--- src/rtl/fetch_pkg.sv ---
// rtl/fetch_pkg.sv - shared types and constants for the instruction fetch stage
// Contents:
//   fetch_state_t     FSM states IDLE, F0..F3 (byte reads), CAP (last byte), VALID
//   BYTES_PER_INSTR   bytes assembled per instruction
//   PC_INCR           PC step after an accepted instruction
//   RESET_PC_DEFAULT  default PC after reset
package fetch_pkg;

    localparam int BYTES_PER_INSTR = 4;
    localparam int PC_INCR = 4;
    localparam logic [7:0] RESET_PC_DEFAULT = 8'h00;

    typedef enum logic [2:0] {
        IDLE  = 3'd0,
        F0    = 3'd1,
        F1    = 3'd2,
        F2    = 3'd3,
        F3    = 3'd4,
        CAP   = 3'd5,
        VALID = 3'd6
    } fetch_state_t;

endpackage

--- src/rtl/instr_byte_assembler.sv ---
// rtl/instr_byte_assembler.sv - byte-lane instruction word register
// Ports:
//   clk, reset  clock and synchronous active-high reset
//   clear       discard partially assembled word (redirect)
//   load        write byte_in into the lane selected by lane
//   lane        byte lane, 0 = bits [DATA_W-1:0]
//   byte_in     byte from memory
//   word        assembled word
module instr_byte_assembler
    import fetch_pkg::*;
#(
    parameter int DATA_W  = 8,
    parameter int INSTR_W = 32
) (
    input  logic               clk,
    input  logic               reset,
    input  logic               clear,
    input  logic               load,
    input  logic [1:0]         lane,
    input  logic [DATA_W-1:0]  byte_in,
    output logic [INSTR_W-1:0] word
);

    always_ff @(posedge clk) begin
        if (reset || clear) begin
            word <= '0;
        end else if (load) begin
            word[lane*DATA_W +: DATA_W] <= byte_in;
        end
    end

endmodule

--- src/rtl/instr_fetch_unit.sv ---
// rtl/instr_fetch_unit.sv - multicycle 4-byte instruction fetch with redirect
// Ports:
//   clk, reset                    clock and synchronous active-high reset
//   fetch_en                      allows a new fetch from IDLE or after acceptance
//   redirect_valid, redirect_pc   branch/jump redirect, aborts any fetch
//   mem_addr, mem_rd_en, mem_rdata  byte memory read port (data one cycle after address)
//   instr, instr_pc, instr_valid, instr_ready  instruction handshake to decode
//   busy                          high whenever the FSM is not IDLE
module instr_fetch_unit
    import fetch_pkg::*;
#(
    parameter int               ADDR_W   = 8,
    parameter int               DATA_W   = 8,
    parameter int               INSTR_W  = 32,
    parameter logic [ADDR_W-1:0] RESET_PC = ADDR_W'(RESET_PC_DEFAULT)
) (
    input  logic               clk,
    input  logic               reset,
    input  logic               fetch_en,
    input  logic               redirect_valid,
    input  logic [ADDR_W-1:0]  redirect_pc,
    output logic [ADDR_W-1:0]  mem_addr,
    output logic               mem_rd_en,
    input  logic [DATA_W-1:0]  mem_rdata,
    output logic [INSTR_W-1:0] instr,
    output logic [ADDR_W-1:0]  instr_pc,
    output logic               instr_valid,
    input  logic               instr_ready,
    output logic               busy
);

    fetch_state_t       state;
    fetch_state_t       next_state;
    logic [ADDR_W-1:0]  pc;
    logic [ADDR_W-1:0]  addr_offset;
    logic               asm_load;
    logic [1:0]         asm_lane;

    always_ff @(posedge clk) begin
        if (reset) begin
            state <= IDLE;
        end else begin
            state <= next_state;
        end
    end

    always_comb begin
        next_state = state;
        if (redirect_valid) begin
            next_state = F0;
        end else begin
            case (state)
                IDLE:    if (fetch_en) next_state = F0;
                F0:      next_state = F1;
                F1:      next_state = F2;
                F2:      next_state = F3;
                F3:      next_state = CAP;
                CAP:     next_state = VALID;
                VALID:   if (instr_ready) next_state = fetch_en ? F0 : IDLE;
                default: next_state = IDLE;
            endcase
        end
    end

    // Each read cycle also captures the byte addressed one cycle earlier,
    // so the lane being loaded trails the address offset by one.
    always_comb begin
        mem_rd_en   = 1'b0;
        addr_offset = '0;
        asm_load    = 1'b0;
        asm_lane    = 2'd0;
        case (state)
            F0: begin
                mem_rd_en   = 1'b1;
            end
            F1: begin
                mem_rd_en   = 1'b1;
                addr_offset = ADDR_W'(1);
                asm_load    = 1'b1;
                asm_lane    = 2'd0;
            end
            F2: begin
                mem_rd_en   = 1'b1;
                addr_offset = ADDR_W'(2);
                asm_load    = 1'b1;
                asm_lane    = 2'd1;
            end
            F3: begin
                mem_rd_en   = 1'b1;
                addr_offset = ADDR_W'(3);
                asm_load    = 1'b1;
                asm_lane    = 2'd2;
            end
            CAP: begin
                asm_load    = 1'b1;
                asm_lane    = 2'd3;
            end
            default: begin
            end
        endcase
        mem_addr    = mem_rd_en ? pc + addr_offset : '0;
        instr_valid = (state == VALID);
        busy        = (state != IDLE);
    end

    // A redirect outranks acceptance: the held instruction is dropped and
    // pc takes the redirect target instead of advancing.
    always_ff @(posedge clk) begin
        if (reset) begin
            pc <= RESET_PC;
        end else if (redirect_valid) begin
            pc <= redirect_pc;
        end else if (state == VALID && instr_ready) begin
            pc <= pc + ADDR_W'(PC_INCR);
        end
    end

    always_ff @(posedge clk) begin
        if (reset) begin
            instr_pc <= '0;
        end else if (state == CAP && !redirect_valid) begin
            instr_pc <= pc;
        end
    end

    instr_byte_assembler #(
        .DATA_W  (DATA_W),
        .INSTR_W (INSTR_W)
    ) u_assembler (
        .clk     (clk),
        .reset   (reset),
        .clear   (redirect_valid),
        .load    (asm_load),
        .lane    (asm_lane),
        .byte_in (mem_rdata),
        .word    (instr)
    );

endmodule

--- config.mk ---
export PLATFORM = sky130hd
export DESIGN_NAME = instr_fetch_unit
export DESIGN_NICKNAME = d
export VERILOG_FILES = /design/src/rtl/fetch_pkg.sv /design/src/rtl/instr_byte_assembler.sv /design/src/rtl/instr_fetch_unit.sv
export SDC_FILE = /design/constraint.sdc
export NUM_CORES = 1
export LEC_CHECK = 0
export BUFFER_PORTS_ARGS = -buffer_cell sky130_fd_sc_hd__buf_2
export CAP_MARGIN = 20
export CORE_UTILIZATION = 45
export DETAILED_ROUTE_END_ITERATION = 6
export PLACE_DENSITY = 0.72
export SETUP_SLACK_MARGIN = 0.05
export SKIP_CTS_REPAIR_TIMING = 1
export SYNTH_ARGS = -nofsm -noshare
export SYNTH_HDL_FRONTEND = slang
export SYNTH_SLANG_ARGS = --single-unit
--- constraint.sdc ---
create_clock -name clk -period 4.9 [get_ports clk]
set_input_delay 0.245 -clock clk [delete_from_list [all_inputs] [get_ports clk]]
set_output_delay 0.245 -clock clk [all_outputs]
set_load 0.05 [all_outputs]
==> results.md, run 1 <==
- Status: completed
- Die height: 74.11 um
- Post-route ant nets: 0
- Layout area overhead: 21.12%
- Final setup violation count: 0
- Share of the synthesized area in the top cell type: a little over two fifths
- Initial Util: roughly half
- Final Skew: 0.009249 ns
- CP top delay family: simple AND/OR/NAND/NOR gates
- Worst Setup Start Kind: flip-flop
- Final Cycle Share: between 60% and 70%
- Clock transition at the registers of the reported paths: 0.10 ns
- Port Buffers: 71
- Core Box Area: ~4800 um2
- Antenna violations before repair: 0
- Worst Path Max Fanout: 18
- Total GRT Usage: 20.90%
- First-pass GRT wire length: 8887 um
- Vias per Instance: about 5.4
- Sequential share of the synthesized area: 43.64%
- Die Area: 5492 um2
- Netlist cell types: 38
- Buffers and inverters on the worst path: 0
- Synth warn: 0
- Final std cells w/o fill: 397
- Via count: around 2100
- Syn nets: 296
- Final hold viol count: 0
- Critical path's slowest cell: or4b_1
- Routed WL: about 5500 um
- Hold Crit Depth: 2
- Total CTS buffers: 5
- Clk buf depth: 2
- IO Pins: 72
- Sum Neg Setup Slack: 0 ns
- Total grt overflow: 0
- Sequence of cells on the critical path: xor2_1 -> nand2_1 -> ha_1 -> or4b_1 -> or4b_1 -> o2bb2ai_1
- Root Driver: clkbuf_8
- Worst-skew pair later-pin latency: 0.30 ns
- Pre-CTS setup slack: 1.947 ns
- Post-layout worst setup margin: 1.897 ns
- Area occupied by multi-input gates: 1216 um2
- Fin nets: 358
- WL/cell: 13.95 um
- Post-synthesis register bit count: between 50 and 60
- WS Path Type: reg2reg
- Hold Crit Class: in2reg
- CTS tree: done
- Most frequent cells in the layout: buf_2 (71), dfxtp_1 (51), nand2_1 (29), a21oi_1 (26), o21ai_0 (16)
- Fin. max-slew vios: 0
- Drc violations: 0
- Fill cells: 476
- Maximum vdd drop: 0.1472 mV
- R2r worst-path depth: 6
- Post-synth ARST share: 0%
- Max stage delay on crit path: 0.65 ns
- Period minus WS final: 3.003 ns
- Synthesized area: ~2300 um2
- Worst Setup End Kind: flip-flop
- Synth area leaders: dfxtp_1 (44%), a21oi_1 (5.6%), nand2_1 (4.7%)
- Worst-Margin Slew: 0.7437 ns
- TritonRoute pass-1 iters: 4
- Levels on crit path: 6
- Commonest non-fill, non-tap cell in the layout: buf_2
- Row Count: 25
- Largest net degree at the start of global routing: 21
- Post-layout util: about three fifths
- RSZ-0062 raised after global routing: no
- Max-cap violations: 0
- Dominant synthesized flop cell: dfxtp_1
- Post-synth top area cell: dfxtp_1
- CTS sink cnt: 51
- HPWL Detailed: 4086 um
- EDFF count, synth: 0
- Mapped Cells: 267
- Layout cell share with drive strength beyond 1: about a quarter
- Inst Count DP: ~390
- Number of global-route vias before repair: roughly 1900
- Antenna Cells: 0
- Pleak: 1.216 nW
- Cell mode on critical path: or4b_1
- Fmax: 333.0 MHz
- Total power: 0.8113 mW
- Worst slew margin: between 50 and 60%
- Register Area: about 1000 um2
- PD cells: approximately 290 nW/um2
- Mean post-synth cell area: roughly 9 um2
- Worst Path Required: 5.13 ns
- Arrival time worst endpoint: about 3.2 ns
- Initial DRC count: approximately 140
- DIE WIDTH: 74.11 um
- H-tree depth: 2
- Final GP Congestion: 0.7630
## cells by family (layout without fill, tap and decap cells)
group / after synthesis / after routing / share of synthesized area [%]
AOI/OAI and AO/OA: 75 / 75 / 21.71
xor gates and xnor gates: 5 / 5 / 1.872
adders and majority gates: 8 / 8 / 4.599
buffers and inverters: 27 / 90 / 4.385
DFF: 51 / 51 / 43.64
muxes: 2 / 2 / 0.8556
and+or+nand+nor: 99 / 99 / 22.94
## path summary, 6_finish.rpt
| path | startpoint | endpoint | slack, ns |
|---|---|---|---|
| worst max-delay path | state[1] | u_assembler.word[20] | 1.90 |
| worst min-delay path | mem_rdata[1] | u_assembler.word[1] | 0.19 |
| worst max register to register | state[1] | u_assembler.word[20] | 1.90 |
| worst min register to register | u_assembler.word[26] | u_assembler.word[26] | 0.45 |
## cells in the mapped netlist (7+ instances only)
cell       number
inv_1          10
a32o_1          8
ha_1            7
a21oi_1        26
o21ai_0        16
a22o_1          7
o2bb2ai_1       8
nand3_1        11
clkbuf_1       16
nor2_1         14
nand2_1        29
nor2b_1         9
nand2b_1       11
dfxtp_1        51
## through the flow
step	cell area, um2	hold WS, ns
after floorplan	2340	0.3782
after global placement	2714	0.4398
after detailed placement	2714	0.4429
after CTS	2829	0.1806
after global routing	2834	0.1593
final	2834	0.1857
## where the power goes
group,internal (mW),switching [mW],leakage (nW)
clock network,0.154,0.140,0.0548
registers,0.420,0.0118,0.413
logic,0.0269,0.0580,0.748
total,0.601,0.210,1.22
## layout make-up
| type | count | area share [%] |
|---|---|---|
| clock inverters | 3 | 1.634 |
| multi-input cells | 189 | 42.91 |
| repair buffers | 72 | 12.72 |
| flip-flops and latches | 51 | 36.03 |
| inverters | 10 | 1.325 |
| clock buffers | 5 | 2.428 |
| well taps | 67 | 2.958 |
## flip-flops by register name (all words and copies together), names as in the netlist
signal            cells
instr_pc              8
u_assembler.word     32
state                 3
pc                    8
## routing by layer
| layer | wire length, um | GRT usage [%] |
|---|---|---|
| met5 | 0 | 0 |
| met3 | 233 | 5.285 |
| met4 | 25 | 4.487 |
| met2 | 2473 | 31.11 |
| met1 | 2805 | 30.47 |
(Power assumes the default switching activity.)
==> inputs of run 2 (changes only) <==
--- a/config.mk
+++ b/config.mk
@@ -5,11 +5,12 @@
 export SDC_FILE = /design/constraint.sdc
 export NUM_CORES = 1
 export LEC_CHECK = 0
+export ABC_AREA = 1
 export BUFFER_PORTS_ARGS = -buffer_cell sky130_fd_sc_hd__buf_2
 export CAP_MARGIN = 20
 export CORE_UTILIZATION = 45
 export DETAILED_ROUTE_END_ITERATION = 6
-export PLACE_DENSITY = 0.72
+export PLACE_DENSITY = 0.7
 export SETUP_SLACK_MARGIN = 0.05
 export SKIP_CTS_REPAIR_TIMING = 1
 export SYNTH_ARGS = -nofsm -noshare
==> constraint.sdc (replaced) <==
create_clock -name clk -period 2.8 [get_ports clk]
set_input_delay 0.14 -clock clk [delete_from_list [all_inputs] [get_ports clk]]
set_output_delay 0.14 -clock clk [all_outputs]
set_load 0.05 [all_outputs]
==> results.md, run 2 <==
- WS Path Type: reg2out
- Drc violations: 0 (unchanged)
- Die Area: 6020 um2 (+9.6%)
- Post-layout worst setup margin: 0.2822 ns (-1.615 ns)
- Netlist cell types: 29 (-24%)
- Arrival time worst endpoint: 2.38 ns (-0.85 ns)
- Post-synth ARST share: 0% (unchanged)
- R2R setup slack: 0.35 ns (-1.55 ns)
- HPWL Detailed: 4561 um (+12%)
- Total GRT Usage: 21.19% (+0.28 points)
- Antenna Cells: 0 (unchanged)
- Port Buffers: 71 (unchanged)
- Row Count: 27 (+8.0%)
- Pleak: 1.368 nW (+13%)
- IO Pins: 72 (unchanged)
- PD cells: 460.0 nW/um2 (+61%)
- Synthesized area: 2571 um2 (+9.9%)
- List of most frequent post-synthesis cells: nand2_1 (88), nor2_1 (70), dfxtp_1 (51), inv_1 (32), a21oi_1 (31)
- DIE WIDTH: 77.59 um (+4.7%)
- Final std cells w/o fill: 508 (+28%)
- Layout cell share with drive strength beyond 1: 22.71% (-2.4 points)
- CP top delay family: adder cells
- Initial DRC count: 142 (+2.9%)
- Initial Util: 46.69% (-1.6 points)
- Sw frac: 27.94% (+2.0 points)
- Inst Count DP: 500 (+29%)
- Die height: 77.59 um (+4.7%)
- Vias per Instance: 4.906 (-8.7%)
- Pint: 1.014 mW (+69%)
- Status: completed
- Count leader, synth: nand2_1
- Mapped Cells: 368 (+38%)
- Syn nets: 397 (+34%)
- Commonest non-fill, non-tap cell in the layout: nand2_1
- R2r worst-path depth: 12 (+6)
- Final GP Congestion: 0.9156 (+20%)
- Total CTS buffers: 5 (unchanged)
- Synth warn: 0 (unchanged)
- Post-route ant nets: 0 (unchanged)
- Most frequent cells in the layout: nand2_1 (88), buf_2 (71), nor2_1 (69), dfxtp_1 (51), inv_1 (32)
- Reg with most FFs: u_assembler.word
- EDFF count, synth: 0 (unchanged)
- Max-cap violations: 0 (unchanged)
- Share of the synthesized area in the top cell type: 39.71% (-3.9 points)
- Largest net degree at the start of global routing: 26 (+24%)
- Worst-Margin Slew: 0.7605 ns (+0.01678 ns)
- TritonRoute pass-1 iters: 4 (unchanged)
- Post-synthesis register bit count: 51 (unchanged)
- Period minus WS final: 2.518 ns
- Fin. max-slew vios: 0 (unchanged)
- Total power: 1.407 mW (+73%)
- Max reg flops: 32 (unchanged)
- Sequence of cells on the critical path: inv_2 -> nand3_2 -> nand2_4 -> ha_1 -> fa_1 -> nand2_1 -> nor3b_1 -> buf_2
- Pre-CTS setup slack: 0.3599 ns (-1.587 ns)
- Clock transition at the registers of the reported paths: 0.10 ns (about the same)
- Maximum vdd drop: 0.2610 mV (+77%)
- Mean post-synth cell area: 6.987 um2 (-20%)
- Root Driver: clkbuf_8
- Sum Neg Setup Slack: 0 ns (unchanged)
- First-pass GRT wire length: 10380 um (+17%)
- Total grt overflow: 0 (unchanged)
- Levels on crit path: 8 (+2)
- Worst Setup End Kind: output pin
- WL/cell: 11.81 um (-15%)
- Final hold viol count: 0 (unchanged)
- Sequential share of the synthesized area: 39.71% (-3.9 points)
- Max stage delay on crit path: 0.47 ns (-0.18 ns)
- Fin Hold WS: 0.06576 ns (-0.1200 ns)
- Clk buf depth: 2 (unchanged)
- Combinational Power Share: 13.2% (+2.7 points)
- Worst Path Required: 2.66 ns (-2.47 ns)
- Final setup violation count: 0 (unchanged)
- Core Box Area: 5507 um2 (+14%)
- Fmax: just under 400 MHz
- Routed WL: 5998 um (+8.3%)
- Buffers and inverters on the worst path: 2 (+2)
- Hold EP: pc[1]
- Final Cycle Share: between 80% and 90%
- Hold Crit Class: in2reg
- R2r endpoint: u_assembler.word[3]
- Synth area leaders: dfxtp_1 (40%), nand2_1 (13%), nor2_1 (10%)
- Fin nets: 464 (+30%)
- CTS sink cnt: 51 (unchanged)
- CTS tree: done
- Worst Setup Start Kind: flip-flop
- Net switching power: 0.3931 mW (+87%)
- Antenna violations before repair: 0 (unchanged)
- Hold Crit Depth: 3 (+1)
- H-tree depth: 2 (unchanged)
- Dominant synthesized flop cell: dfxtp_1
- Worst-skew pair later-pin latency: 0.31 ns (about the same)
- Clk pwr share: 33.5% (-2.8 points)
- Layout area overhead: 18.98%
- RSZ-0062 raised after global routing: yes
- Hold path start: redirect_pc[1]
- Largest regs: u_assembler.word (32), instr_pc (8), pc (8)
- Via count: 2492 (+17%)
- Worst slew margin: 49.25% (-1.0 points)
- Post-synth top area cell: dfxtp_1
- RR Startpoint: state[1]
- Worst Path Max Fanout: 8 (-10)
- Number of global-route vias before repair: 2324 (+26%)
- Critical path's slowest cell: fa_1
- Final Skew: 0.008832 ns (-0.0004175 ns)
- Sequential power share: 53.3% (about the same)
-- run 2: changes by cell type after synthesis, sizes merged, moves of 11 or more --
| cell | change |
|---|---|
| inv | +25 |
| nand3 | +17 |
| nand2 | +62 |
| clkbuf | -11 |
| nand2b | -11 |
| nor2 | +61 |
-- run 2: worst max-delay path by stage --
| stage | start | endpoint | slack, ns |
|---|---|---|---|
| floorplan | state[2] | mem_addr[6] | 0.06 |
| global placement | state[0] | u_assembler.word[17] | 0.44 |
| detailed placement | state[0] | u_assembler.word[17] | 0.36 |
| CTS | state[2] | mem_addr[6] | 0.28 |
| global route | state[1] | u_assembler.word[3] | 0.04 |
| finish | state[2] | mem_addr[6] | 0.28 |
-- run 2: worst register-to-register path, cell delays in order, from the launching register on --
cell and delay (ns):
dfxtp_1 0.50, inv_1 0.11, nand3_2 0.18, nand2_4 0.16, inv_2 0.21, ha_1 0.50, inv_1 0.12, nor2_1 0.11
buf_4 0.16, nand2_1 0.05, nor2_1 0.09, nand2_1 0.06, a21oi_1 0.12
-- run 2: layout make-up --
class / count / area [um2]
repair buffers: 74 / 377.9
fillers: 577 / 2447
well taps: 72 / 90.09
clock buffers: 7 / 96.34
clock inverters: 1 / 7.507
multi-input cells: 268 / 1335
flip-flops and latches: 51 / 1021
inverters: 35 / 131.4
-- run 2: cells by family after synthesis --
kind of cell	count (synthesis)	share of synthesized area (%)
xor gates and xnor gates	6	2.044
muxes	1	0.3893
AOI/OAI and AO/OA	54	11.05
adders and majority gates	8	4.185
DFF	51	39.71
and+or+nand+nor	199	34.16
buffers and inverters	49	8.467
-- run 2: routing by layer --
layer	share of wire [%]	GRT usage (%)	vias up
li1	-	-	1305
met3	4.7	4.235	9
met4	1.4	6.038	0
met2	44	33.54	56
met1	50	29.03	1122
met5	0	0	-
-- run 2: through the flow --
step           utilization (%)  cell area [um2]
4_1_cts                  55.51             3057
6_report                 55.56             3059
3_3_place_gp             53.62             2953
3_5_place_dp             53.62             2953
5_1_grt                  55.56             3059
2_1_floorplan                -             2571
-- run 2: power groups by stage --
stage,logic [mW],registers [mW],clock network [mW]
5_1_grt,0.205,0.753,0.511
3_3_place_gp,0.184,0.766,0
4_1_cts,0.186,0.750,0.479
2_1_floorplan,0.131,0.770,0
3_5_place_dp,0.185,0.767,0
6_report,0.186,0.750,0.471
